[config.mk]
export PLATFORM = sky130hd
export DESIGN_NAME = step_pulse_gen
export DESIGN_NICKNAME = d
export VERILOG_FILES = /design/src/rtl/step_pulse_gen.sv
export SDC_FILE = /design/constraint.sdc
export NUM_CORES = 1
export LEC_CHECK = 0
export ABC_AREA = 1
export CAP_MARGIN = 15
export CORE_ASPECT_RATIO = 1.2
export CORE_MARGIN = 5
export CORE_UTILIZATION = 40
export CTS_BUF_LIST = sky130_fd_sc_hd__clkbuf_4 sky130_fd_sc_hd__clkbuf_8
export DETAILED_ROUTE_END_ITERATION = 12
export GPL_TIMING_DRIVEN = 1
export HOLD_SLACK_MARGIN = 0.12
export PLACE_DENSITY = 0.58
export RECOVER_POWER = 100
export SLEW_MARGIN = 20
export SYNTH_ARGS = -nofsm -noshare
export SYNTH_HDL_FRONTEND = slang
export SYNTH_SLANG_ARGS = --single-unit
[constraint.sdc]
create_clock -name clk_in -period 6.45 [get_ports clk_in]
set_clock_uncertainty 0.15 [all_clocks]
set_input_delay 0.9675 -clock clk_in [delete_from_list [all_inputs] [get_ports clk_in]]
set_output_delay 0.9675 -clock clk_in [all_outputs]
set_load 0.02 [all_outputs]
[src/rtl/step_pulse_gen.sv]
// Step/direction pulse generator behind a 4-word register window; reads and writes acknowledge 1 cycle after acceptance.
// No backpressure: a new access is accepted only after enable_in has been seen low; STEP timing is fixed by PERIOD/DIR_SETUP.
module step_pulse_gen #(
    parameter int unsigned DIR_SETUP    = 25,
    parameter int unsigned PERIOD_RESET = 12500,
    parameter int unsigned PERIOD_MIN   = 2
) (
    input  logic        clk_in,
    input  logic        reset_n_in,
    input  logic        enable_in,
    input  logic        write_in,
    input  logic [1:0]  addr_in,
    input  logic [31:0] data_in,
    output logic [31:0] data_out,
    output logic        ready_out,
    output logic        step_out,
    output logic        dir_out,
    output logic        drv_en_out
);

    localparam logic [31:0] SETUP_C = 32'(DIR_SETUP);
    localparam logic [31:0] PMIN_C  = 32'(PERIOD_MIN);
    localparam logic [31:0] PRST_C  = 32'(PERIOD_RESET);

    localparam logic [1:0] A_CTRL   = 2'd0;
    localparam logic [1:0] A_PERIOD = 2'd1;
    localparam logic [1:0] A_COUNT  = 2'd2;
    localparam logic [1:0] A_STATUS = 2'd3;

    typedef enum logic [1:0] {
        S_IDLE  = 2'd0,
        S_SETUP = 2'd1,
        S_HIGH  = 2'd2,
        S_LOW   = 2'd3
    } state_t;

    state_t      state_q,  state_d;
    logic [31:0] phase_q,  phase_d;
    logic [31:0] count_q,  count_d;
    logic [31:0] period_q, period_d;
    logic        en_q,     en_d;
    logic        cdir_q,   cdir_d;
    logic        dir_q,    dir_d;
    logic        done_q,   done_d;
    logic        lock_q,   lock_d;
    logic        ready_q,  ready_d;
    logic [31:0] rdata_q,  rdata_d;

    logic        accept;
    logic        wr_acc;
    logic        rd_acc;
    logic        start_stb;
    logic        stop_stb;
    logic        busy;
    logic [31:0] reload;

    // lock_q remembers enable_in from the previous cycle, so acceptance is its rising edge
    assign accept    = enable_in && !lock_q;
    assign wr_acc    = accept && write_in;
    assign rd_acc    = accept && !write_in;
    assign start_stb = wr_acc && (addr_in == A_CTRL) && data_in[2];
    assign stop_stb  = wr_acc && (addr_in == A_CTRL) && data_in[3];
    assign busy      = (state_q != S_IDLE);
    assign reload    = ((period_q < PMIN_C) ? PMIN_C : period_q) - 32'd1;

    always_comb begin
        state_d  = state_q;
        phase_d  = phase_q;
        count_d  = count_q;
        period_d = period_q;
        en_d     = en_q;
        cdir_d   = cdir_q;
        dir_d    = dir_q;
        done_d   = done_q;
        lock_d   = enable_in;
        ready_d  = accept;
        rdata_d  = 32'd0;

        if (rd_acc) begin
            case (addr_in)
                A_CTRL:   rdata_d = {30'd0, cdir_q, en_q};
                A_PERIOD: rdata_d = period_q;
                A_COUNT:  rdata_d = count_q;
                default:  rdata_d = {30'd0, done_q, busy};
            endcase
        end

        if (wr_acc) begin
            case (addr_in)
                A_CTRL: begin
                    en_d   = data_in[0];
                    cdir_d = data_in[1];
                end
                A_PERIOD: period_d = data_in;
                A_COUNT: begin
                    if (!busy) begin
                        count_d = data_in;
                    end
                end
                A_STATUS: ;
                default: ;
            endcase
        end

        case (state_q)
            S_IDLE: begin
                if (start_stb && !stop_stb) begin
                    if (count_q != 32'd0) begin
                        state_d = S_SETUP;
                        phase_d = SETUP_C;
                        done_d  = 1'b0;
                        dir_d   = data_in[1];
                    end else begin
                        done_d = 1'b1;
                    end
                end
            end
            S_SETUP: begin
                if (phase_q == 32'd0) begin
                    state_d = S_HIGH;
                    phase_d = reload;
                end else begin
                    phase_d = phase_q - 32'd1;
                end
            end
            S_HIGH: begin
                if (phase_q == 32'd0) begin
                    state_d = S_LOW;
                    phase_d = reload;
                    count_d = count_q - 32'd1;
                end else begin
                    phase_d = phase_q - 32'd1;
                end
            end
            S_LOW: begin
                if (phase_q == 32'd0) begin
                    if (count_q != 32'd0) begin
                        state_d = S_HIGH;
                        phase_d = reload;
                    end else begin
                        state_d = S_IDLE;
                        phase_d = 32'd0;
                        done_d  = 1'b1;
                    end
                end else begin
                    phase_d = phase_q - 32'd1;
                end
            end
            default: begin
                state_d = S_IDLE;
                phase_d = 32'd0;
            end
        endcase

        // stop aborts a run without touching the remaining step count
        if (stop_stb && busy) begin
            state_d = S_IDLE;
            phase_d = 32'd0;
            done_d  = 1'b0;
        end
    end

    always_ff @(posedge clk_in) begin
        if (!reset_n_in) begin
            state_q  <= S_IDLE;
            phase_q  <= 32'd0;
            count_q  <= 32'd0;
            period_q <= PRST_C;
            en_q     <= 1'b0;
            cdir_q   <= 1'b0;
            dir_q    <= 1'b0;
            done_q   <= 1'b0;
            lock_q   <= 1'b0;
            ready_q  <= 1'b0;
            rdata_q  <= 32'd0;
        end else begin
            state_q  <= state_d;
            phase_q  <= phase_d;
            count_q  <= count_d;
            period_q <= period_d;
            en_q     <= en_d;
            cdir_q   <= cdir_d;
            dir_q    <= dir_d;
            done_q   <= done_d;
            lock_q   <= lock_d;
            ready_q  <= ready_d;
            rdata_q  <= rdata_d;
        end
    end

    assign step_out   = (state_q == S_HIGH);
    assign dir_out    = dir_q;
    assign drv_en_out = en_q;
    assign ready_out  = ready_q;
    assign data_out   = rdata_q;

endmodule
==> results of run 1 <==
==> metrics by stage <==
stage | power, mW | area (um^2)
floorplan | 1.89 | 8270
global placement | 2.20 | 9160
detailed placement | 2.20 | 9160
CTS | 2.92 | 9550
global route | 3.09 | 9480
finish | 2.89 | 9480
==> cell families after synthesis <==
group | count (synthesis) | synth area share, %
AOI/OAI and AO/OA | 293 | 19.6
xor gates and xnor gates | 45 | 4.76
and+or+nand+nor | 560 | 30.4
buffers and inverters | 228 | 11.0
adders and majority gates | 9 | 1.36
DFF | 136 | 32.9
==> path summary, 6_finish.rpt <==
| check | startpoint | slack (ps) | cells past startpoint | endpoint |
|---|---|---|---|---|
| max | addr_in[0] | 1400 | 8 | count_q[11]$_SDFF_PN0_ |
| min | lock_q$_SDFF_PN0_ | 310 | 1 | ready_out$_SDFF_PN0_ |
| max reg2reg | count_q[0]$_SDFF_PN0_ | 2090 | 14 | phase_q[0]$_SDFFE_PP0P_ |
| min reg2reg | lock_q$_SDFF_PN0_ | 310 | 1 | ready_out$_SDFF_PN0_ |
==> routing by layer <==
metal	part of all wire [%]	global-route usage, %
met4	2.1	7.54
met2	49	38.0
met5	0	0
met1	44	28.8
met3	4.2	3.11
==> cell usage after synthesis, drive strengths merged (13+ instances only) <==
cell type	number	share of area [%]
nor2	168	8.7
xor2	41	4.3
o22ai	29	2.2
nor3	20	2.0
o21ai	131	8.0
nand2	275	13
a21oi	111	7.0
nand3	65	4.1
buf	13	1.3
dfxtp	136	33
inv	184	8.3
clkbuf	31	1.4
nand4	16	1.2
==> critical path: cells and delay by family <==
family	cells	cell delay, ps
compound gates	2	690
buf+inv	4	2010
simple gates	2	1560
==> state kept, by name, indices dropped and copies added, names as in the netlist, 2 cells and up <==
register  flops
count_q      32
data_out     32
period_q     32
phase_q      32
state_q       2
==> power by group through the flow <==
stage	clock network (mW)	registers (mW)	logic (mW)
final	0.716	0.910	1.26
after global routing	0.763	0.917	1.41
after CTS	0.727	0.910	1.28
after detailed placement	0	0.930	1.27
after global placement	0	0.930	1.27
after floorplan	0	0.925	0.969
==> final cells by class <==
type / instances / area (um^2) / area share (%)
multi-input combinational: 907 / 4600 / 48.5
sequential: 136 / 2720 / 28.7
timing repair buffer: 78 / 753 / 7.94
inverter: 184 / 691 / 7.28
tap: 265 / 332 / 3.50
clock buffer: 18 / 241 / 2.55
clock inverter: 14 / 148 / 1.56
==> out/qor.yml, run 1 <==
status: "complete, but fails checks"
violations: "max-capacitance violations, max-slew violations"
drc: 0
antenna_cells: 0
ios: 74
vias: 8230
grt_max_degree: 65
synth.avg_cell_area_um2: 6.51
ant_nets: 0
max_stage_delay_ps: 1500
yosysSeqAreaShare_pct: 32.9
drt_pass1_iterations: 6
clk_path_buf_depth: 2
leakagePower_nw: 4.60
final_cells: 1602
p_int_mw: 1.55
cts_tree: "done"
finalCritPeriodShare_pct: 78.3
rsz0062_at_grt: "false"
tns_ps: 0
grtUsageTotal_pct: 22.3
cts_buffers: 17
synth-edff-count: 0
dp_hpwl_mm: 20.0
clk-insertion-delay-late_ps: 480
setup_viol: 0
netlist_instances: 1271
crit_top_cell: "inv_1"
htree_levels: 4
grt_antenna_before_repair: 0
cp-start-kind: "input pin"
drive_gt1_share_pct: 6.73
synth_cell_type_count: 45
setup_ws_ps: 1400
final_cell_mix: "nand2_1 (267), inv_1 (173), nor2_1 (152), dfxtp_1 (136), o21ai_0 (128)"
combPwrFrac_pct: 43.6
finalHoldViolCount: 0
std_cell_rows: 57
synth-main-ff-cell: "dfxtp_1"
p_sw_mw: 1.34
clkPwrFrac_pct: 24.8
grt_pass1_wl_mm: 42.0
slew_violations: 96
chipHeight_um: 168
critical-path-slowest-cell: "nand3_1"
core_area_um2: 20300
cp.required_ps: 6680
cts_root_buf: "clkbuf_8"
worst_pin_slew_ps: 2170
synthToLayoutAreaGrowth_pct: 14.6
drtIter0Drc: 540
power_frac_seq_pct: 31.6
wirelength_mm: 26.2
cp.arrival_ps: 5290
gp_congestion: 0.901
min_period_ps: 5050
maxCapViolations: 2
synth_area_um2: 8270
initial_core_util_pct: 40.7
hold_buffers: 0
swShare_pct: 46.3
max_freq_mhz: 198
p_per_area_nw_per_um2: 304
synth_warnings: 0
ir_drop_uv: 129
overflow: 0
die_x_um: 141
worstSetupEndpointType: "flop"
max-slew-margin-rel_pct: -45.3
grt_pass1_vias: 7971
fin_nets: 1371
preCtsSetupSlack_ps: 1870
syn_nets: 1318
async_flop_share_pct: 0
path_cells: "dlygate4sd3_1, inv_1, nand2_1, clkbuf_1, inv_1, nand3_1, o21ai_0, a221oi_2"
post_drt_via_cell_ratio: 5.14
dp.cells: 1570
wl_per_cell_um: 16.3
post_cts_buffers: 0
path_clk_slew_ps: 100
layout_commonest_cell: "nand2_1"
utilization_pct: 46.7
dieArea_um2: 23700
ctsResizeCount: 0
numPortBuffers: 73
fillCellCount: 2185
whs_ps: 314
critical_path_class: "input pin to flop"
hold_path_class: "flop to flop"
synth-seq-cells: 136
cp_max_fo: 64
clock-sinks: 136
No activity file was read; power rests on OpenSTA's default activity.
==> run 2: changes to the inputs <==
Clock period 6.45 ns to 4.7 ns, I/O delays scaled along.
==> run 2 against run 1 <==
  * The run still ends with max-capacitance violations, max-slew violations left
  * Worst hold slack worse by 11 ps
  * Via count is 2.0% higher
  * Count of clock-buffer cells in the layout stayed put
  * Routed wire length is 3.3% higher
  * Total power is 41% higher
  * Global-route usage is 0.58 points higher
  * Critical path depth is 2 higher
  * Die area stayed put
  * Cell count is 0.31% higher
  * Combinational power is 38% higher
  * Sequential share of layout area is 0.19 points lower
  * Critical path type unchanged
  * Critical endpoint is now period_q[23]$_SDFFE_PN0P_
  * Largest power group unchanged
  * Highest routed layer unchanged
==> out/qor.yml, run 2 (synthesis gave the netlist of run 1 again) <==
setup_viol: 0  # unchanged
initial_core_util_pct: 40.7  # unchanged
rsz0062_at_grt: "false"
drive_gt1_share_pct: 6.78  # +0.049 points
clk-insertion-delay-late_ps: 470  # about the same
grtUsageTotal_pct: 22.9  # +0.58 points
combPwrFrac_pct: 42.8  # -0.8 points
numPortBuffers: 73  # unchanged
clk_path_buf_depth: 2  # unchanged
preCtsSetupSlack_ps: 1200  # -677 ps
hold_depth: 1  # unchanged
critical-path-top-delay-family: "buffers and inverters"
p_per_area_nw_per_um2: 427  # +40%
ctsResizeCount: 0  # unchanged
min-delay-start: "lock_q$_SDFF_PN0_"
r2r-start: "phase_q[0]$_SDFFE_PP0P_"
overflow: 0  # unchanged
grt_pass1_wl_mm: 43.2  # +2.7%
tns_ps: 0  # unchanged
gp_congestion: 0.963  # +6.9%
max-slew-margin-rel_pct: -57.4  # -12 points
post_drt_via_cell_ratio: 5.22  # +1.7%
synthToLayoutAreaGrowth_pct: 15.4
ant_nets: 0  # unchanged
cts_tree: "done"
maxCapViolations: 2  # unchanged
fillCellCount: 2140  # -2.1%
cts_root_buf: "clkbuf_8"
layout_commonest_cell: "nand2_1"
multi_input_area_um2: 4580  # -0.33%
dp_hpwl_mm: 20.5  # +2.4%
cp-start-kind: "input pin"
cp_max_fo: 44  # -31%
ir_drop_uv: 210  # +63%
chipHeight_um: 168  # unchanged
critical_path_class: "input pin to flop"
drt_pass1_iterations: 6  # unchanged
register_area_um2: 2720  # unchanged
path_depth: 10  # +2
htree_levels: 4  # unchanged
wirelength_mm: 27.0  # +3.3%
whs_ps: 303  # -10.9 ps
final_cells: 1607  # +0.31%
grt_pass1_vias: 8040  # +0.87%
path_cells: "dlygate4sd3_1, nor2_1, inv_1, clkbuf_1, nor2_1, clkbuf_1, inv_1, buf_4, o21ai_0, a21oi_1"
slew_violations: 89  # -7.3%
dieArea_um2: 23700  # unchanged
antenna_cells: 0  # unchanged
worstSetupEndpointType: "flop"
core_area_um2: 20300  # unchanged
critical-path-slowest-cell: "clkbuf_1"
r2r_cells: 12  # -2
swShare_pct: 44.4  # -1.9 points
grt_max_degree: 65  # unchanged
max_freq_mhz: 253
die_x_um: 141  # unchanged
setup_ws_ps: 743  # -654 ps
std_cell_rows: 57  # unchanged
hold_buffers: 0  # unchanged
path_clk_slew_ps: 90  # about the same
min_period_ps: 3960
cp.arrival_ps: 4190  # -1100 ps
status: "complete, but fails checks"
cts_buffers: 17  # unchanged
final_cell_mix: "nand2_1 (267), inv_1 (175), nor2_1 (152), dfxtp_1 (136), o21ai_0 (128)"
p_total_mw: 4.07  # +41%
finalHoldViolCount: 0  # unchanged
drc: 0  # unchanged
finalCritPeriodShare_pct: 84.2
p_int_mw: 2.27  # +46%
vias: 8396  # +2.0%
violations: "max-capacitance violations, max-slew violations"
hold_path_class: "flop to flop"
fin_nets: 1376  # +0.36%
ios: 74  # unchanged
path_buf_inv: 6  # +2
rr_endpoint: "count_q[20]$_SDFF_PN0_"
p_sw_mw: 1.81  # +35%
power_frac_seq_pct: 30.7  # -0.9 points
cp.required_ps: 4940  # -1740 ps
clock-sinks: 136  # unchanged
worst_pin_slew_ps: 2360  # +187 ps
hold_path_end: "ready_out$_SDFF_PN0_"
rrSetupSlack_ps: 1070  # -1020 ps
clkPwrFrac_pct: 26.5  # +1.7 points
dp.cells: 1575  # +0.32%
leakagePower_nw: 4.63  # +0.67%
grt_antenna_before_repair: 0  # unchanged
max_stage_delay_ps: 1190  # -310 ps
drtIter0Drc: 800  # +48%
wl_per_cell_um: 16.8  # +2.9%
post_cts_buffers: 0  # unchanged
run 2: changes by cell type in the layout (fill, tap and decap cells not counted), sizes merged:
cell and delta:
bufinv +3, dlygate4sd3 -2, clkinvlp +2, buf +5, inv -5, clkdlybuf4s50 +2
run 2: per-layer routing:
layer  track usage, %  wire length [um]
met1             29.6             11700
met2             38.2             13000
met3             3.68              1510
met4             8.68               784
met5                0                 0
run 2: cell type report:
class | instances | area share, %
timing repair buffer | 83 | 8.28
inverter | 184 | 7.23
sequential | 136 | 28.5
tap | 265 | 3.47
multi-input combinational | 907 | 48.0
clock buffer | 18 | 2.53
clock inverter | 14 | 1.98
run 2: stage by stage:
| step | instance area (um^2) | utilization, % |
|---|---|---|
| 5_1_grt | 9550 | 47.0 |
| 2_1_floorplan | 8270 | - |
| 3_3_place_gp | 9200 | 45.3 |
| 6_report | 9550 | 47.0 |
| 4_1_cts | 9630 | 47.4 |
| 3_5_place_dp | 9200 | 45.3 |
run 2: worst register-to-register path, stage by stage, from the launching register on:
cell	delay, ps
dfxtp_1	330
inv_1	100
ha_1	190
nand2_1	200
nor2_1	320
nand3_1	180
nor3_1	240
inv_1	390
nor2_8	410
inv_1	500
a221o_1	430
nand2_1	60
inv_1	40
run 2: power by group through the flow:
stage | clock (mW) | sequential, mW | combinational, mW
3_5_place_dp | 0 | 1.28 | 1.76
5_1_grt | 1.15 | 1.26 | 1.94
6_report | 1.08 | 1.25 | 1.74
2_1_floorplan | 0 | 1.27 | 1.33
4_1_cts | 1.10 | 1.25 | 1.77
3_3_place_gp | 0 | 1.28 | 1.78
run 2: how the worst max path moves through the flow:
| stage | to | startpoint | slack, ps |
|---|---|---|---|
| after CTS | phase_q[30]$_SDFFE_PP0P_ | period_q[3]$_SDFFE_PN0P_ | 1480 |
| after global routing | period_q[27]$_SDFFE_PN0P_ | addr_in[1] | 540 |
| after global placement | phase_q[11]$_SDFFE_PP0P_ | addr_in[1] | 1210 |
| after floorplan | phase_q[18]$_SDFFE_PP0P_ | period_q[13]$_SDFFE_PN1P_ | 2040 |
| after detailed placement | phase_q[11]$_SDFFE_PP0P_ | write_in | 1200 |
| final | period_q[23]$_SDFFE_PN0P_ | addr_in[1] | 740 |
==> run 3: changes to the inputs <==
Settings changed: PLACE_DENSITY 0.58 to 0.6.
Clock period 4.7 ns to 3.17 ns, I/O delays scaled along.
==> run 3 against run 2 <==
  * Utilization grew 0.82 points
  * First-iteration DRC count shrank 11%
  * Die area is the same
  * Non-clock buffer count grew 20
  * Sequential power grew 48%
  * The flow now finishes without violations
  * Via count grew 0.18%
  * Critical path type is now flop to flop
  * Total power grew 47%
  * Routed wire length grew 0.96%
  * Register-to-register slack lost 850 ps
  * Clock power grew 35%
  * Cell area grew 1.7%
  * Count of clock-buffer cells in the layout grew 1
==> out/qor.yml, run 3 (synthesis gave the netlist of run 1 again) <==
clk-insertion-delay-late_ps: 470  # about the same
ir_drop_uv: 280  # +33%
grt_antenna_before_repair: 0  # unchanged
hold_path_class: "flop to flop"
critical_path_class: "flop to flop"
path_buf_inv: 4  # -2
postLayoutCellArea_um2: 9710  # +1.7%
cp.arrival_ps: 3170  # -1020 ps
path_clk_slew_ps: 90  # about the same
clock-sinks: 136  # unchanged
crit_top_cell: "inv_1"
final_cell_mix: "nand2_1 (266), inv_1 (173), nor2_1 (150), dfxtp_1 (136), o21ai_0 (128)"
fin_nets: 1396  # +1.5%
wl_per_cell_um: 16.8  # -0.28%
worst_pin_slew_ps: 1090  # -1270 ps
max_stage_delay_ps: 420  # -770 ps
gp_congestion: 0.902  # -6.4%
status: "finished clean"
slew_violations: 0  # -100%
numPortBuffers: 73  # unchanged
critical-path-slowest-cell: "a221o_1"
dp_hpwl_mm: 21.4  # +4.2%
antenna_cells: 0  # unchanged
ios: 74  # unchanged
htree_levels: 4  # unchanged
rsz0062_at_grt: "false"
grt_pass1_vias: 8311  # +3.4%
ant_nets: 0  # unchanged
cts_tree: "done"
finalCritPeriodShare_pct: 93.0
cp_max_fo: 25  # -43%
drt_pass1_iterations: 5  # -1
leakagePower_nw: 4.71  # +1.7%
setup_viol: 0  # unchanged
maxCapViolations: 0  # -2
std_cell_rows: 57  # unchanged
layout_commonest_cell: "nand2_1"
critical-path-top-delay-family: "buffers and inverters"
drc: 0  # unchanged
drive_gt1_share_pct: 8.96  # +2.2 points
cp.required_ps: 3390  # -1550 ps
p_total_mw: 5.99  # +47%
wirelength_mm: 27.3  # +0.96%
min_period_ps: 2950
post_drt_via_cell_ratio: 5.17  # -1.1%
finalHoldViolCount: 0  # unchanged
max_freq_mhz: 339
worstSetupEndpointType: "flop"
dieArea_um2: 23700  # unchanged
cts_root_buf: "clkbuf_8"
clk_path_buf_depth: 2  # unchanged
fillCellCount: 2146  # +0.28%
path_cells: "inv_1, ha_1, nand2_4, nor2_4, nand3_2, nor3_4, inv_1, nor2_8, inv_1, a221o_1, nand2_1, inv_1"
cp-start-kind: "flop"
die_x_um: 141  # unchanged
vias: 8411  # +0.18%
initial_core_util_pct: 40.7  # unchanged
tns_ps: 0  # unchanged
p_per_area_nw_per_um2: 617  # +45%
dp.cells: 1594  # +1.2%
grt_max_degree: 56  # -14%
final_cells: 1627  # +1.2%
synthToLayoutAreaGrowth_pct: 17.4
grtUsageTotal_pct: 23.6  # +0.69 points
overflow: 0  # unchanged
chipHeight_um: 168  # unchanged
grt_pass1_wl_mm: 44.4  # +2.7%
whs_ps: 299  # -3.91 ps
placed_area_um2: 9370  # +1.8%
drtIter0Drc: 715  # -11%
core_area_um2: 20300  # unchanged
cts_buffers: 17  # unchanged
hold_buffers: 0  # unchanged
max-slew-margin-rel_pct: 27.3  # +85 points
run 3: metrics by stage:
step                      utilization, %  worst slack [ps]
after floorplan                        -               512
after global placement              46.1               303
after detailed placement            46.1               280
after CTS                           48.0               226
after global routing                47.8              1.21
final                               47.8               222
run 3: path summary, 6_finish.rpt:
check,startpoint,endpoint,slack (ps),depth (start not counted)
max,phase_q[0]$_SDFFE_PP0P_,count_q[20]$_SDFF_PN0_,220,12
min reg2reg,lock_q$_SDFF_PN0_,ready_out$_SDFF_PN0_,300,1
max reg2reg,phase_q[0]$_SDFFE_PP0P_,count_q[20]$_SDFF_PN0_,220,12
min,lock_q$_SDFF_PN0_,ready_out$_SDFF_PN0_,300,1
run 3: layer usage:
layer  routed length, um  GRT usage [%]
met1               11900           30.2
met2               13400           39.9
met3                1110           3.85
met4                 816           8.47
met5                   0              0
run 3: power by group:
group | internal [mW] | switching (mW)
sequential | 1.78 | 0.0700
clock | 0.673 | 0.791
combinational | 0.837 | 1.84
total | 3.29 | 2.70
run 3: layout make-up:
type | instances | area, um^2 | area share (%)
clock buffer | 19 | 255 | 2.63
sequential | 136 | 2720 | 28.0
multi-input combinational | 907 | 4620 | 47.6
tap | 265 | 332 | 3.41
inverter | 184 | 691 | 7.11
clock inverter | 13 | 135 | 1.39
timing repair buffer | 103 | 958 | 9.87
run 3: worst register-to-register path, delay by kind of cell (launching register included):
| kind | cells | cell delay [ps] |
|---|---|---|
| buffers and inverters | 4 | 860 |
| and+or+nand+nor | 6 | 840 |
| AOI/OAI and AO/OA | 1 | 430 |
| DFF | 1 | 330 |
| adders and majority gates | 1 | 250 |
run 3: timing repair:
| item | CTS | global route |
|---|---|---|
| buffers inserted | 0 | 1 |
| resized for setup | 0 | 7 |
| endpoints found under the setup margin | 0 | 7 |
